$ cat src/rtl/instr_fetch_unit.sv
// Fetch stage: holds the PC, fetches words over req/ack and buffers one instruction for decode.
// Optional IFU_STALL_COUNT_EN adds stall_cnt_o, a saturating count of un-acked request cycles.
module instr_fetch_unit #(
  parameter int unsigned       ADDR_W   = 32,
  parameter logic [ADDR_W-1:0] RESET_PC = '0
) (
  input  logic              clk_i,
  input  logic              rst_i,
  output logic              imem_req_o,
  output logic [ADDR_W-1:0] imem_addr_o,
  input  logic              imem_ack_i,
  input  logic [31:0]       imem_data_i,
  output logic [31:0]       instr_o,
  output logic              instr_valid_o,
  input  logic              instr_ready_i,
  output logic [ADDR_W-1:0] pc_o,
  output logic [ADDR_W-1:0] pc_plus4_o,
  input  logic              redirect_i,
  input  logic [ADDR_W-1:0] redirect_pc_i
`ifdef IFU_STALL_COUNT_EN
  ,
  output logic [15:0]       stall_cnt_o
`endif
);

  typedef enum logic [1:0] {
    ST_FETCH = 2'd0,
    ST_FULL  = 2'd1,
    ST_DROP  = 2'd2
  } state_e;

  localparam logic [ADDR_W-1:0] WORD_MASK = ~ADDR_W'(3);
  localparam logic [ADDR_W-1:0] PC_STEP   = ADDR_W'(4);
  localparam logic [ADDR_W-1:0] START_PC  = RESET_PC & WORD_MASK;

  state_e            state_q, state_d;
  logic              req_q, req_d;
  logic [ADDR_W-1:0] fetch_pc_q, fetch_pc_d;
  logic [ADDR_W-1:0] target_q, target_d;
  logic [31:0]       instr_q, instr_d;
  logic [ADDR_W-1:0] pc_q, pc_d;
  logic              valid_q, valid_d;
  logic [ADDR_W-1:0] redirect_tgt;
  logic              ack_taken;

  assign redirect_tgt = redirect_pc_i & WORD_MASK;
  // An ack only counts against a request that is actually on the bus.
  assign ack_taken    = req_q && imem_ack_i;

  // Decode handshake: an instruction transfers on a cycle with instr_valid_o && instr_ready_i.
  // Once valid is high, instr_o/pc_o hold until that transfer or until a redirect drops them.
  always_comb begin
    state_d    = state_q;
    fetch_pc_d = fetch_pc_q;
    target_d   = target_q;
    instr_d    = instr_q;
    pc_d       = pc_q;
    valid_d    = valid_q;

    unique case (state_q)
      ST_FETCH: begin
        if (redirect_i) begin
          if (req_q && !imem_ack_i) begin
            target_d = redirect_tgt;
            state_d  = ST_DROP;
          end else begin
            fetch_pc_d = redirect_tgt;
          end
        end else if (ack_taken) begin
          instr_d    = imem_data_i;
          pc_d       = fetch_pc_q;
          valid_d    = 1'b1;
          fetch_pc_d = fetch_pc_q + PC_STEP;
          state_d    = ST_FULL;
        end
      end
      ST_FULL: begin
        if (redirect_i) begin
          valid_d    = 1'b0;
          fetch_pc_d = redirect_tgt;
          state_d    = ST_FETCH;
        end else if (instr_ready_i) begin
          valid_d = 1'b0;
          state_d = ST_FETCH;
        end
      end
      ST_DROP: begin
        // The stale request must complete before the saved target can be fetched.
        if (redirect_i) begin
          target_d = redirect_tgt;
        end
        if (ack_taken) begin
          fetch_pc_d = redirect_i ? redirect_tgt : target_q;
          state_d    = ST_FETCH;
        end
      end
      default: begin
        state_d = ST_FETCH;
      end
    endcase

    req_d = (state_d != ST_FULL);
  end

  always_ff @(posedge clk_i or negedge rst_i) begin
    if (!rst_i) begin
      state_q    <= ST_FETCH;
      req_q      <= 1'b0;
      fetch_pc_q <= START_PC;
      target_q   <= '0;
      instr_q    <= '0;
      pc_q       <= '0;
      valid_q    <= 1'b0;
    end else begin
      state_q    <= state_d;
      req_q      <= req_d;
      fetch_pc_q <= fetch_pc_d;
      target_q   <= target_d;
      instr_q    <= instr_d;
      pc_q       <= pc_d;
      valid_q    <= valid_d;
    end
  end

  assign imem_req_o    = req_q;
  assign imem_addr_o   = fetch_pc_q;
  assign instr_o       = instr_q;
  assign instr_valid_o = valid_q;
  assign pc_o          = pc_q;
  assign pc_plus4_o    = pc_q + PC_STEP;

`ifdef IFU_STALL_COUNT_EN
  logic [15:0] stall_cnt_q, stall_cnt_d;

  always_comb begin
    stall_cnt_d = stall_cnt_q;
    if (req_q && !imem_ack_i && (stall_cnt_q != 16'hFFFF)) begin
      stall_cnt_d = stall_cnt_q + 16'd1;
    end
  end

  always_ff @(posedge clk_i or negedge rst_i) begin
    if (!rst_i) begin
      stall_cnt_q <= '0;
    end else begin
      stall_cnt_q <= stall_cnt_d;
    end
  end

  assign stall_cnt_o = stall_cnt_q;
`endif

endmodule

$ cat config.mk
export PLATFORM = sky130hd
export DESIGN_NAME = instr_fetch_unit
export DESIGN_NICKNAME = d
export VERILOG_FILES = /design/src/rtl/instr_fetch_unit.sv
export SDC_FILE = /design/constraint.sdc
export NUM_CORES = 1
export LEC_CHECK = 0
export ABC_AREA = 1
export BUFFER_PORTS_ARGS = -buffer_cell sky130_fd_sc_hd__buf_2
export CAP_MARGIN = 40
export CORE_MARGIN = 2
export CORE_UTILIZATION = 44
export DETAILED_ROUTE_END_ITERATION = 10
export HOLD_SLACK_MARGIN = 0.1
export PLACE_DENSITY = 0.79
export SLEW_MARGIN = 20
export SYNTH_ARGS = -nofsm -noshare
export SYNTH_HDL_FRONTEND = slang
export SYNTH_SLANG_ARGS = --single-unit
$ cat constraint.sdc
create_clock -name clk_i -period 2.37 [get_ports clk_i]
set_clock_uncertainty 0.05 [all_clocks]
set_input_delay 0.1185 -clock clk_i [delete_from_list [all_inputs] [get_ports clk_i]]
set_output_delay 0.1185 -clock clk_i [all_outputs]
set_load 0.005 [all_outputs]
==> results of run 1 <==
==> area by class of cell <==
| cell class | instances | area, sq um |
|---|---|---|
| Sequential cell | 132 | 3306 |
| Fill cell | 1430 | 6569 |
| Timing Repair Buffer | 280 | 1824 |
| Clock inverter | 14 | 175.2 |
| Clock buffer | 18 | 439.2 |
| Multi-Input combinational cell | 727 | 3742 |
| Inverter | 82 | 311.5 |
| Tap cell | 220 | 275.3 |
==> flip-flops by register name (all words and copies together) (netlist names) <==
| signal | cells |
|---|---|
| pc_o | 32 |
| state_q | 2 |
| instr_valid_o | 1 |
| imem_req_o | 1 |
| imem_addr_o | 32 |
| instr_o | 32 |
| target_q | 32 |
==> metrics by stage <==
step / power (mW) / std cells
3_5_place_dp: 10.83 / 1375
6_report: 13.81 / 1473
3_3_place_gp: 10.63 / 1375
2_1_floorplan: 8.352 / 980
5_1_grt: 14.86 / 1473
4_1_cts: 13.73 / 1471
==> routing by layer <==
layer	share of wire [%]	track usage, %
met3	5.8	4.317
met5	0	0
met1	45	34.41
met4	3.1	10.35
met2	46	40.58
==> timing repair <==
action,4_1_cts,5_1_grt
hold buffers,64,0
setup endpoints to repair,2,10
pin swaps,0,1
gates resized for setup,1,9
endpoints found under the hold margin,133,0
setup buffers,0,2
==> path summary, 6_finish.rpt <==
| check | from | to |
|---|---|---|
| setup / recovery | pc_o[2] | pc_plus4_o[23] |
| hold / removal | imem_ack_i | state_q[1] |
| setup reg to reg | state_q[0] | imem_addr_o[22] |
| hold reg to reg | target_q[15] | target_q[15] |
| max in group asynchronous | rst_i | target_q[23] |
| min in group asynchronous | rst_i | imem_req_o |
==> where the power goes <==
| group | total [mW] | switching [mW] | internal (mW) |
|---|---|---|---|
| Clock | 2.73 | 1.04 | 1.69 |
| Sequential | 4.57 | 1.18 | 3.38 |
| Combinational | 6.51 | 3.78 | 2.73 |
| Total | 13.8 | 6.00 | 7.80 |
==> cells by family after synthesis <==
logic type / after synthesis
adders and majority gates: 6
buffers and inverters: 121
and+or+nand+nor: 514
DFF: 132
AOI/OAI and AO/OA: 146
xor gates and xnor gates: 26
muxes: 35
==> layout by cell type, fill, tap and decap left out, types with 7 or more instances in the layout <==
cell | synthesis | layout
dlygate4sd3_1 | 0 | 64
o21ai_0 | 54 | 54
buf_4 | 5 | 17
a221oi_1 | 12 | 12
dfrtp_1 | 132 | 130
o211ai_1 | 11 | 11
nor2_1 | 83 | 80
nor2_2 | 5 | 7
nand2_1 | 341 | 340
mux2_2 | 35 | 35
buf_2 | 20 | 195
clkbuf_16 | 0 | 17
nand3_1 | 45 | 45
a22oi_1 | 10 | 10
xor2_1 | 22 | 22
nor3_1 | 13 | 11
inv_1 | 79 | 79
a21oi_1 | 46 | 46
==> worst register-to-register path, cell delays in order, from the launching register on <==
cell and delay, ps:
dfrtp_1 400, inv_1 110, ha_1 240, inv_1 140, nor2_4 60, buf_4 180
buf_4 190, a221oi_1 370, nor2_1 90, nand2_1 80, nand2_1 40
==> metrics.md, run 1 <==
| Metric | Value |
|---|---|
| Status | `complete, no violations` |
| Max VDD drop | `636.0 uV` |
| Post-DP HPWL | `16600 microns` |
| Max stage delay on crit path | `410 ps` |
| WHS Path Cells | `5` |
| Worst slack, placed | `400.4 ps` |
| Core Area | `16640 sq um` |
| Worst-path clk slew | `60 ps` |
| FP Rows | `47` |
| Area growth, synth to finish | `33.76%` |
| Starting DRT DRC Count | `638` |
| Die X | `134.8 microns` |
| Total Routing Usage GR | `25.39%` |
| Number of remaining DRC errors | `0` |
| Layout Utilization | `60.53%` |
| Fin crit period | `2257 ps` |
| Max Cap Viol | `0` |
| Mapped Nets | `1055` |
| Main combinational cell family by area after synthesis | `simple AND/OR/NAND/NOR gates` |
| Count of cell types in the netlist | `44` |
| Starting Density | `45.25%` |
| CTS tree | `built` |
| TNS Setup | `0 ps` |
| Hold_ws | `145.3 ps` |
| Critical path class | `reg -> out` |
| CTS Buf Count | `17` |
| Register area share after synthesis | `43.86%` |
| Adder-cell share of the synthesized area | `0.9968%` |
| Post-synth top cells | `nand2_1, dfrtp_1, nor2_1, inv_1, o21ai_0` |
| Compound-gate portion of the synthesized area | `11.48%` |
| Final non-filler cell area | `10070 sq um` |
| Post-Route WL | `23010 microns` |
| Syn avg cell area | `7.685 sq um` |
| Final period util | `95.25%` |
| Worst hold path type | `in -> reg` |
| Worst setup SP type | `flip-flop` |
| Wire per inst | `15.62 microns` |
| Critical Path Stages | `6` |
| Post-synth top area share | `43.86%` |
| Mux cell area share after synthesis | `5.233%` |
| Slew margin rel. | `57.97%` |
| IO Port Bufs | `196` |
| Share of cells above drive strength 1 | `25.30%` |
| Most common cell in the netlist | `nand2_1` |
| RD Place Congestion | `0.9869` |
| Fmax | `443.0 MHz` |
| Seq cells post-synth | `132` |
| Synth Cell Area | `7531 sq um` |
| Full die area | `18180 sq um` |
| FFs w/ async S/R, synth | `100.0%` |
| Crit path arrival time | `2090 ps` |
| CTS Sinks | `132` |
| CP cell instances | `inv_1 -> nor3_4 -> nand3_1 -> nor3_1 -> xor2_1 -> buf_2` |
| Layout Nets | `1315` |
| Pwr/cell area | `1371 nW/um^2` |
| Die height | `134.8 microns` |
| H-tree depth | `4` |
| First-pass GRT wire length | `36220 microns` |
| Setup ws final | `112.7 ps` |
| Initial antenna violation count | `0` |
| Worst endpoint required time | `2200 ps` |
| Via count | `7632` |
| Synth area leaders | `dfrtp_1, nand2_1, mux2_2` |
| Crit path max-delay family | `simple AND/OR/NAND/NOR gates` |
| Initial DRT Pass Iterations | `7` |
| Setup violations, final | `0` |
| XOR/XNOR share of the synthesized area | `3.024%` |
| Crit end category | `primary output` |
| Final hold vios | `0` |
| Internal reg-to-reg setup slack | `320 ps` |
| DR vias/cell | `5.181` |
| GRT overflow | `0` |
| Critical path's slowest cell | `dfrtp_2` |
| I/O pin cnt | `199` |
| Antenna diodes | `0` |
| Max Transition Viols Final | `0` |
| Simple-Gate Fraction of Synth Area | `28.44%` |
| Largest net degree at the start of global routing | `59` |
| Syn Inst Count | `980` |
| Crit path buf inv count | `2` |
| Placed Area | `8770 sq um` |
| Clock tree root buffer cell | `clkbuf_16` |
| Leak | `5.019 nW` |
| Routed Antenna Nets | `0` |
| Ys flop type | `dfrtp_1` |
| Reg2Reg Depth | `10` |
| Worst skew pair latency | `430 ps` |
| Crit path max fanout | `5` |
| Post-synth top area cell | `dfrtp_1` |
| Syn. warnings | `0` |
| Deepest clock path buffer count | `2` |
| Number of synthesized flops with an enable pin | `0` |
| Worst-margin pin slew | `630.5 ps` |
| Number of global-route vias before repair | `7060` |
(Power assumes the default switching activity.)
==> run 2, diff against run 1 <==
- CORE_MARGIN: 2 -> unset
- CORE_UTILIZATION: 44 -> 54
- PLACE_DENSITY: 0.79 -> 0.91
==> metrics.md, run 2 (synthesized netlist as in run 1, its figures left out) <==
| Metric | Value |
|---|---|
| CTS Sinks | `132` |
| Crit path arrival time | `2100 ps` |
| Setup violations, final | `0` |
| Largest net degree at the start of global routing | `53` |
| Antenna diodes | `0` |
| Placed Area | `8720 sq um` |
| CTS tree | `built` |
| Number of global-route vias before repair | `7844` |
| Share of cells above drive strength 1 | `25.64%` |
| Die X | `120.1 microns` |
| Setup ws final | `98.30 ps` |
| Initial antenna violation count | `0` |
| Crit path max fanout | `4` |
| CTS Buf Count | `17` |
| Placed cell count | `1335` |
| Full die area | `14420 sq um` |
| Layout Nets | `1318` |
| Post-Route WL | `26580 microns` |
| Final period util | `95.85%` |
| H-tree depth | `4` |
| Max Cap Viol | `0` |
| Total Routing Usage GR | `37.80%` |
| Critical path class | `reg -> out` |
| Starting DRT DRC Count | `1129` |
| Deepest clock path buffer count | `2` |
| Worst skew pair latency | `450 ps` |
| CP cell instances | `inv_1 -> nor3_2 -> nand2_1 -> nor2_2 -> nand3_2 -> nor2_4 -> xor2_1 -> buf_2` |
| Slew margin rel. | `60.29%` |
| Worst endpoint required time | `2200 ps` |
| GRT overflow | `0` |
| Post-route insts no fill | `1432` |
| Final non-filler cell area | `10000 sq um` |
| Critical path's slowest cell | `dfrtp_1` |
| Max Transition Viols Final | `0` |
| Clock tree root buffer cell | `clkbuf_16` |
| Worst setup SP type | `flip-flop` |
| DR vias/cell | `5.797` |
| Worst slack, placed | `363.1 ps` |
| Fill cell count | `936` |
| Worst-margin pin slew | `595.7 ps` |
| Fin crit period | `2272 ps` |
| Post-DP HPWL | `16940 microns` |
| Max VDD drop | `762.5 uV` |
| Die height | `120.1 microns` |
| Commonest cells after routing, fill and taps aside | `nand2_1, buf_2, dfrtp_1, nor2_1, inv_1` |
| I/O pin cnt | `199` |
| RD Place Congestion | `0.9498` |
| Wire per inst | `18.56 microns` |
| Starting Density | `56.20%` |
| Number of remaining DRC errors | `0` |
| Via count | `8301` |
| First-pass GRT wire length | `41150 microns` |
| Max stage delay on crit path | `460 ps` |
| Pwr/cell area | `1430 nW/um^2` |
| IO Port Bufs | `196` |
| Status | `complete, no violations` |
| Worst-path clk slew | `60 ps` |
| FP Rows | `42` |
| Fmax | `440.2 MHz` |
| Routed Antenna Nets | `0` |
| Final hold vios | `0` |
| Worst hold path type | `in -> reg` |
| Most common cell after layout, fill and taps aside | `nand2_1` |
| Crit end category | `primary output` |
| Initial DRT Pass Iterations | `7` |
| Area growth, synth to finish | `32.78%` |
| Core Area | `13400 sq um` |
| Layout Utilization | `74.62%` |
| Leak | `5.001 nW` |
## run 2: cell count changes in the layout (fill, tap and decap cells not counted), sizes merged
cell / before / now
clkinv: 5 / 3
buf: 216 / 219
bufinv: 3 / 2
clkinvlp: 3 / 6
## run 2: metal layers
layer	vias up	routed length [microns]	track usage, %
li1	3724	-	-
met1	3834	9652	45.76
met2	604	12610	60.34
met3	139	2674	9.268
met4	0	1643	23.91
met5	-	0	0
## run 2: worst paths after layout
check                        startpoint         endpoint  slack, ps  cells past startpoint
hold reg to reg            target_q[20]     target_q[20]        440                      2
min in group asynchronous         rst_i      instr_o[20]        160                      2
setup reg to reg             state_q[0]  imem_addr_o[12]        110                      7
hold / removal               imem_ack_i       state_q[1]        150                      5
setup / recovery                pc_o[8]   pc_plus4_o[18]        100                      8
max in group asynchronous         rst_i       instr_o[6]       1230                      3
## run 2: timing repair
action	CTS	global route
endpoints found under the setup margin	0	10
hold endpoints to repair	135	0
resized for setup	0	12
setup buffers	0	1
hold buffers	64	0
## run 2: report_power, final
part / leakage [nW] / internal [mW] / switching (mW)
Sequential: 1.62 / 3.38 / 1.29
Combinational: 3.11 / 2.72 / 4.19
Clock: 0.273 / 1.59 / 1.12
## run 2: final cells by class
| cell class | instances | area (sq um) | area share [%] |
|---|---|---|---|
| sequential | 132 | 3307 | 33.07 |
| clock inverter | 14 | 152.6 | 1.527 |
| multi-input combinational | 727 | 3747 | 37.47 |
| inverter | 82 | 311.5 | 3.116 |
| tap | 176 | 220.2 | 2.202 |
| clock buffer | 18 | 439.2 | 4.392 |
| timing repair buffer | 283 | 1822 | 18.22 |
## run 2: critical path, delay by kind of cell (launching register included)
family | cells | cell delay, ps
buf+inv | 2 | 280
simple gates | 5 | 780
flops | 1 | 460
xor+xnor | 1 | 140
## run 2: stage by stage
| stage | power, mW | hold WS, ps | setup TNS [ps] |
|---|---|---|---|
| final | 14.30 | 149.5 | 0 |
| after global routing | 15.10 | 174.4 | -24.62 |
| after CTS | 13.72 | 145.1 | 0 |
| after detailed placement | 10.86 | 102.4 | 0 |
| after global placement | 10.56 | 102.6 | 0 |
| after floorplan | 8.352 | -227.1 | 0 |
